===== config.mk =====
export PLATFORM = sky130hd
export DESIGN_NAME = fetch_arb_flat
export DESIGN_NICKNAME = d
export VERILOG_FILES = /design/src/rtl/fetch_arb_if.sv /design/src/rtl/fetch_arb.sv /design/src/flat_wrapper.sv
export SDC_FILE = /design/constraint.sdc
export NUM_CORES = 1
export LEC_CHECK = 0
export ABC_AREA = 1
export BUFFER_PORTS_ARGS = -buffer_cell sky130_fd_sc_hd__buf_2
export CAP_MARGIN = 20
export CORE_ASPECT_RATIO = 0.7
export CORE_MARGIN = 2
export CORE_UTILIZATION = 30
export CTS_CLUSTER_DIAMETER = 80
export DETAILED_ROUTE_END_ITERATION = 6
export PLACE_DENSITY_LB_ADDON = 0.3
export SLEW_MARGIN = 20
export SYNTH_ARGS = -nofsm -noshare
export SYNTH_HDL_FRONTEND = slang
export SYNTH_SLANG_ARGS = --single-unit

===== constraint.sdc =====
create_clock -name clk -period 5.2 [get_ports clk]
set_input_delay 1.04 -clock clk [delete_from_list [all_inputs] [get_ports clk]]
set_output_delay 1.04 -clock clk [all_outputs]
set_load 0.05 [all_outputs]

===== src/rtl/fetch_arb_if.sv =====
// Fetch request channel: requester-to-arbiter and arbiter-to-engine links share this bundle.
interface fetch_arb_if #(
    parameter int unsigned AddrWidth = 32,
    parameter int unsigned TagWidth  = 2
);
    logic                 req;
    logic [1:0]           cmd;
    logic [TagWidth-1:0]  tag;
    logic [AddrWidth-1:0] addr;
    logic [AddrWidth-1:0] addr_pre;
    logic                 gnt;
    logic                 done;

    modport master (
        output req,
        output cmd,
        output tag,
        output addr,
        output addr_pre,
        input  gnt,
        input  done
    );

    modport slave (
        input  req,
        input  cmd,
        input  tag,
        input  addr,
        input  addr_pre,
        output gnt,
        output done
    );
endinterface


===== src/rtl/fetch_arb.sv =====
// Round-robin arbiter between the read and write controllers for the shared line-fetch
// engine; keeps one fetch in flight and routes grant/done back to its owner.
module fetch_arb #(
    parameter int unsigned AddrWidth     = 32,
    parameter int unsigned ListDepth     = 4,
    parameter int unsigned TimeoutCycles = 1024
) (
    input  logic        clk,
    input  logic        rst,
    fetch_arb_if.slave  rd_fetch,
    fetch_arb_if.slave  wr_fetch,
    fetch_arb_if.master mem_fetch,
    output logic        fetch_busy_o,
    output logic        fetch_owner_o,
    output logic        fetch_timeout_o
);
    localparam int unsigned TagWidth = (ListDepth > 1) ? $clog2(ListDepth) : 1;
    localparam int unsigned CntWidth = $clog2(TimeoutCycles);
    localparam logic [CntWidth-1:0] CntMax = CntWidth'(TimeoutCycles - 1);

    typedef enum logic [1:0] {
        StIdle,
        StIssue,
        StWaitDone
    } state_e;

    state_e state_q, state_d;

    logic                 owner_q, owner_d;
    logic                 last_owner_q, last_owner_d;
    logic [1:0]           cmd_q, cmd_d;
    logic [TagWidth-1:0]  tag_q, tag_d;
    logic [AddrWidth-1:0] addr_q, addr_d;
    logic [AddrWidth-1:0] addr_pre_q, addr_pre_d;
    logic [CntWidth-1:0]  cnt_q, cnt_d;
    logic                 timeout_q, timeout_d;

    logic any_req;
    logic win_wr;

    assign any_req = rd_fetch.req | wr_fetch.req;
    // On a tie the port that did not own the previous fetch wins.
    assign win_wr  = wr_fetch.req & (~rd_fetch.req | ~last_owner_q);

    // State register
    always_ff @(posedge clk or posedge rst) begin
        if (rst) begin
            state_q <= StIdle;
        end else begin
            state_q <= state_d;
        end
    end

    // Next-state logic
    always_comb begin
        state_d = state_q;
        unique case (state_q)
            StIdle: begin
                if (any_req) begin
                    state_d = StIssue;
                end
            end
            StIssue: begin
                if (mem_fetch.gnt) begin
                    state_d = StWaitDone;
                end
            end
            StWaitDone: begin
                if (mem_fetch.done) begin
                    state_d = StIdle;
                end
            end
            default: state_d = StIdle;
        endcase
    end

    // Output decode; gnt and done are routed combinationally to the owner only.
    always_comb begin
        mem_fetch.req = 1'b0;
        rd_fetch.gnt  = 1'b0;
        wr_fetch.gnt  = 1'b0;
        rd_fetch.done = 1'b0;
        wr_fetch.done = 1'b0;
        fetch_busy_o  = 1'b0;
        unique case (state_q)
            StIdle: begin
                fetch_busy_o = 1'b0;
            end
            StIssue: begin
                mem_fetch.req = 1'b1;
                fetch_busy_o  = 1'b1;
                rd_fetch.gnt  = mem_fetch.gnt & ~owner_q;
                wr_fetch.gnt  = mem_fetch.gnt & owner_q;
            end
            StWaitDone: begin
                fetch_busy_o  = 1'b1;
                rd_fetch.done = mem_fetch.done & ~owner_q;
                wr_fetch.done = mem_fetch.done & owner_q;
            end
            default: begin
                fetch_busy_o = 1'b0;
            end
        endcase
    end

    assign fetch_owner_o      = owner_q;
    assign fetch_timeout_o    = timeout_q;
    assign mem_fetch.cmd      = cmd_q;
    assign mem_fetch.tag      = tag_q;
    assign mem_fetch.addr     = addr_q;
    assign mem_fetch.addr_pre = addr_pre_q;

    // Payload capture, ownership history and watchdog next-state
    always_comb begin
        owner_d      = owner_q;
        last_owner_d = last_owner_q;
        cmd_d        = cmd_q;
        tag_d        = tag_q;
        addr_d       = addr_q;
        addr_pre_d   = addr_pre_q;
        cnt_d        = cnt_q;
        timeout_d    = timeout_q;

        if (state_q == StIdle && any_req) begin
            owner_d = win_wr;
            if (win_wr) begin
                cmd_d      = wr_fetch.cmd;
                tag_d      = wr_fetch.tag;
                addr_d     = wr_fetch.addr;
                addr_pre_d = wr_fetch.addr_pre;
            end else begin
                cmd_d      = rd_fetch.cmd;
                tag_d      = rd_fetch.tag;
                addr_d     = rd_fetch.addr;
                addr_pre_d = rd_fetch.addr_pre;
            end
        end

        if (state_q == StWaitDone && mem_fetch.done) begin
            last_owner_d = owner_q;
        end

        if (state_q == StIdle) begin
            cnt_d = '0;
        end else begin
            if (cnt_q != CntMax) begin
                cnt_d = cnt_q + 1'b1;
            end
            // Sticky: only reset clears it, and the fetch itself carries on.
            if (cnt_q == CntMax) begin
                timeout_d = 1'b1;
            end
        end
    end

    always_ff @(posedge clk or posedge rst) begin
        if (rst) begin
            owner_q      <= 1'b0;
            last_owner_q <= 1'b1;
            cmd_q        <= '0;
            tag_q        <= '0;
            addr_q       <= '0;
            addr_pre_q   <= '0;
            cnt_q        <= '0;
            timeout_q    <= 1'b0;
        end else begin
            owner_q      <= owner_d;
            last_owner_q <= last_owner_d;
            cmd_q        <= cmd_d;
            tag_q        <= tag_d;
            addr_q       <= addr_d;
            addr_pre_q   <= addr_pre_d;
            cnt_q        <= cnt_d;
            timeout_q    <= timeout_d;
        end
    end
endmodule


===== src/flat_wrapper.sv =====
// flat-port wrapper written by rule: the top's interface ports become plain ports
module fetch_arb_flat 
#(
    parameter int unsigned AddrWidth     = 32,
    parameter int unsigned ListDepth     = 4,
    parameter int unsigned TimeoutCycles = 1024
)
  (clk, rst, fetch_busy_o, fetch_owner_o, fetch_timeout_o, rd_fetch_req, rd_fetch_cmd, rd_fetch_tag, rd_fetch_addr, rd_fetch_addr_pre, rd_fetch_gnt, rd_fetch_done, wr_fetch_req, wr_fetch_cmd, wr_fetch_tag, wr_fetch_addr, wr_fetch_addr_pre, wr_fetch_gnt, wr_fetch_done, mem_fetch_req, mem_fetch_cmd, mem_fetch_tag, mem_fetch_addr, mem_fetch_addr_pre, mem_fetch_gnt, mem_fetch_done);
  fetch_arb_if #(.AddrWidth(AddrWidth), .TagWidth((2))) rd_fetch_i ();
  fetch_arb_if #(.AddrWidth(AddrWidth), .TagWidth((2))) wr_fetch_i ();
  fetch_arb_if #(.AddrWidth(AddrWidth), .TagWidth((2))) mem_fetch_i ();
  input  logic clk;
  input  logic rst;
  output logic fetch_busy_o;
  output logic fetch_owner_o;
  output logic fetch_timeout_o;
  input wire logic [$bits(rd_fetch_i.req)-1:0] rd_fetch_req;
  input wire logic [$bits(rd_fetch_i.cmd)-1:0] rd_fetch_cmd;
  input wire logic [$bits(rd_fetch_i.tag)-1:0] rd_fetch_tag;
  input wire logic [$bits(rd_fetch_i.addr)-1:0] rd_fetch_addr;
  input wire logic [$bits(rd_fetch_i.addr_pre)-1:0] rd_fetch_addr_pre;
  output wire logic [$bits(rd_fetch_i.gnt)-1:0] rd_fetch_gnt;
  output wire logic [$bits(rd_fetch_i.done)-1:0] rd_fetch_done;
  input wire logic [$bits(wr_fetch_i.req)-1:0] wr_fetch_req;
  input wire logic [$bits(wr_fetch_i.cmd)-1:0] wr_fetch_cmd;
  input wire logic [$bits(wr_fetch_i.tag)-1:0] wr_fetch_tag;
  input wire logic [$bits(wr_fetch_i.addr)-1:0] wr_fetch_addr;
  input wire logic [$bits(wr_fetch_i.addr_pre)-1:0] wr_fetch_addr_pre;
  output wire logic [$bits(wr_fetch_i.gnt)-1:0] wr_fetch_gnt;
  output wire logic [$bits(wr_fetch_i.done)-1:0] wr_fetch_done;
  output wire logic [$bits(mem_fetch_i.req)-1:0] mem_fetch_req;
  output wire logic [$bits(mem_fetch_i.cmd)-1:0] mem_fetch_cmd;
  output wire logic [$bits(mem_fetch_i.tag)-1:0] mem_fetch_tag;
  output wire logic [$bits(mem_fetch_i.addr)-1:0] mem_fetch_addr;
  output wire logic [$bits(mem_fetch_i.addr_pre)-1:0] mem_fetch_addr_pre;
  input wire logic [$bits(mem_fetch_i.gnt)-1:0] mem_fetch_gnt;
  input wire logic [$bits(mem_fetch_i.done)-1:0] mem_fetch_done;
  assign rd_fetch_i.req = rd_fetch_req;
  assign rd_fetch_i.cmd = rd_fetch_cmd;
  assign rd_fetch_i.tag = rd_fetch_tag;
  assign rd_fetch_i.addr = rd_fetch_addr;
  assign rd_fetch_i.addr_pre = rd_fetch_addr_pre;
  assign rd_fetch_gnt = rd_fetch_i.gnt;
  assign rd_fetch_done = rd_fetch_i.done;
  assign wr_fetch_i.req = wr_fetch_req;
  assign wr_fetch_i.cmd = wr_fetch_cmd;
  assign wr_fetch_i.tag = wr_fetch_tag;
  assign wr_fetch_i.addr = wr_fetch_addr;
  assign wr_fetch_i.addr_pre = wr_fetch_addr_pre;
  assign wr_fetch_gnt = wr_fetch_i.gnt;
  assign wr_fetch_done = wr_fetch_i.done;
  assign mem_fetch_req = mem_fetch_i.req;
  assign mem_fetch_cmd = mem_fetch_i.cmd;
  assign mem_fetch_tag = mem_fetch_i.tag;
  assign mem_fetch_addr = mem_fetch_i.addr;
  assign mem_fetch_addr_pre = mem_fetch_i.addr_pre;
  assign mem_fetch_i.gnt = mem_fetch_gnt;
  assign mem_fetch_i.done = mem_fetch_done;
  fetch_arb #(.AddrWidth(AddrWidth), .ListDepth(ListDepth), .TimeoutCycles(TimeoutCycles)) u_core (.clk(clk), .rst(rst), .rd_fetch(rd_fetch_i), .wr_fetch(wr_fetch_i), .mem_fetch(mem_fetch_i), .fetch_busy_o(fetch_busy_o), .fetch_owner_o(fetch_owner_o), .fetch_timeout_o(fetch_timeout_o));
endmodule

==> metrics.yaml <==
pwr_density_cell_nw_per_um2: 687
synthesis.area_um2: 4210
seq_area_um2: 2080
hold_viol: 0
cts_made_buffers: 9
drive_above_1_share: 0.355
fin_setup_tns_ns: 0
ctsResizeCount: 0
final_util: 0.409
post-cts-setup-buffers: 0
cts.sinks: 83
routed_wirelength_um: 11500
wl_per_cell_um: 12.9
htree_levels: 3
antenna_found_initial: 0
die_height_um: 103
irDropWorstVdd_mv: 0.272
cts_tree: "yes"
num_io_pins: 218
setup_viol: 0
finalCritPeriodShare: 0.546
multi_input_area_um2: 1870
syn_avg_cell_area_um2: 8.48
start_util: 0.304
power_mw: 3.88
max_slew_margin: 0.434
firstDrtPassIters: 5
gp_congestion: 0.806
tightest_slew_ns: 0.849
grt_overflow_total: 0
die_area_um2: 15000
rsz0062_at_grt: "false"
ant_nets: 0
num_antenna_cells: 0
synth.distinct_cells: 19
crit_family: "buffers and inverters"
fin_crit_ns: 2.84
num_vias: 4194
final_common_cell: "buf_2"
outcome: "completed"
root_buffer: "clkbuf_16"
fin_nets: 837
path_clk_slew_ns: 0.06
grt_pass1_wl_um: 18800
worstPathMaxFanout: 88
clock_latency_ns: 0.34
placeableCoreArea_um2: 13800
clk_path_buf_depth: 2
ys_seq_area_frac: 0.494
critPathLaunchType: "input port"
synth_fp_nets: 642
drc: 0
drv_slew: 0
maxCapViolCount: 0
max_clock_freq_ghz: 0.352
post_synth_inst_count: 496
grt_pass1_vias: 3954
area_growth_pct: 34.4
crit_buf_inv: 3
cp_cell_sequence: "buf_2 -> inv_2 -> a21oi_4 -> buf_4 -> nand3_1 -> o21a_1"
drt_iter0_drc: 167
groute.usage.overall: 0.153
rows: 36
cp_slowest_cell: "buf_4"
end_kind: "flop"
port_buffers: 217
final_cell_mix: "buf_2 (217), nand3_1 (151), nand2_1 (106), dfrtp_1 (82), o21a_1 (68)"
die_x_um: 146
cts_hold_buffers: 0
slowest_delay_ns: 0.66
min_path_type: "reg -> reg"
worst_clock_skew_ns: 0.00908
worstSetupPathType: "in -> reg"
hpwl_um: 8020
grt_max_degree: 89
ys_ff_latch: 83
leakage_nw: 2.77
cp_data_arrival_time_ns: 3.06
viasPerCell: 4.73
yosysWarningCount: 0
fill_cells: 1419
hold_ws_ns: 0.469
cp.required_ns: 5.42
r2r_slack_ns: 2.89
-- synth_stat cells --
cell,count,share of area
nand2_1,108,0.096
nand3b_1,2,0.0036
inv_1,16,0.014
a21oi_2,1,0.0021
dfrtp_1,82,0.49
nor2_1,15,0.013
o21bai_1,1,0.0018
clkbuf_1,11,0.0098
nor3_1,1,0.0012
o21a_1,68,0.12
o21ai_0,4,0.0048
buf_6,2,0.0054
inv_2,1,0.00089
ha_1,4,0.012
buf_4,9,0.016
or2_2,3,0.0045
buf_2,16,0.019
nand3_1,151,0.18
dfstp_2,1,0.0062
-- worst paths after layout --
kind,from,to,depth (start not counted)
setup reg to reg,u_core.state_q[1],u_core.mem_fetch.addr_pre[0],7
hold reg to reg,u_core.fetch_timeout_o,u_core.fetch_timeout_o,2
setup / recovery,wr_fetch_req,u_core.mem_fetch.addr_pre[0],6
max in group asynchronous,rst,u_core.last_owner_q,3
hold / removal,u_core.fetch_timeout_o,u_core.fetch_timeout_o,2
min in group asynchronous,rst,u_core.mem_fetch.addr_pre[8],2
-- layout make-up --
cell class,instances,area share
multi-input combinational,358,0.331
inverter,17,0.0117
tap,190,0.0421
clock inverter,7,0.00886
clock buffer,9,0.0398
timing repair buffer,222,0.199
sequential,83,0.368
-- per-layer routing --
layer / vias to the layer above / part of all wire / GRT usage
met5: - / 0 / 0
met4: 0 / 0.0082 / 0.0422
met3: 6 / 0.066 / 0.0416
met2: 146 / 0.46 / 0.262
met1: 1975 / 0.47 / 0.195
li1: 2067 / - / -
-- state kept, by name, summed over array words and instances (netlist names) --
register,count
u_core.cnt_q,10
u_core.last_owner_q,1
u_core.state_q,2
u_core.mem_fetch.tag,2
u_core.mem_fetch.addr,32
u_core.fetch_owner_o,1
u_core.fetch_timeout_o,1
u_core.mem_fetch.addr_pre,32
u_core.mem_fetch.cmd,2
-- per-stage QoR --
stage	cell area (µm²)	worst slack, ns	std cells
6_report	5650	2.36	886
5_1_grt	5650	2.16	886
4_1_cts	5650	2.38	886
3_5_place_dp	5380	2.02	870
3_3_place_gp	5370	1.90	870
2_1_floorplan	4210	2.02	496
-- worst register-to-register path: stages (launching register included) --
cell     delay [ns]
dfrtp_1        0.41
inv_1          0.09
ha_1           0.18
inv_1          0.25
a21oi_4        0.20
buf_4          0.66
nand3_1        0.23
o21a_1         0.16
-- where the power goes --
part	leakage [nW]	total [mW]	switching [mW]	internal [mW]
combinational	1.67	2.18	1.61	0.567
clock	0.140	0.593	0.266	0.327
sequential	0.959	1.11	0.166	0.947
total	2.77	3.88	2.04	1.84
-- cell families (layout without fill, tap and decap cells) --
| kind of cell | after synthesis | count (layout) | share of synthesized area |
|---|---|---|---|
| AOI/OAI and AO/OA | 74 | 74 | 0.130 |
| adders and majority gates | 4 | 4 | 0.0119 |
| buffers and inverters | 55 | 255 | 0.0654 |
| DFF | 83 | 83 | 0.494 |
| and+or+nand+nor | 280 | 280 | 0.299 |
Power figures use the tool's default switching activity.
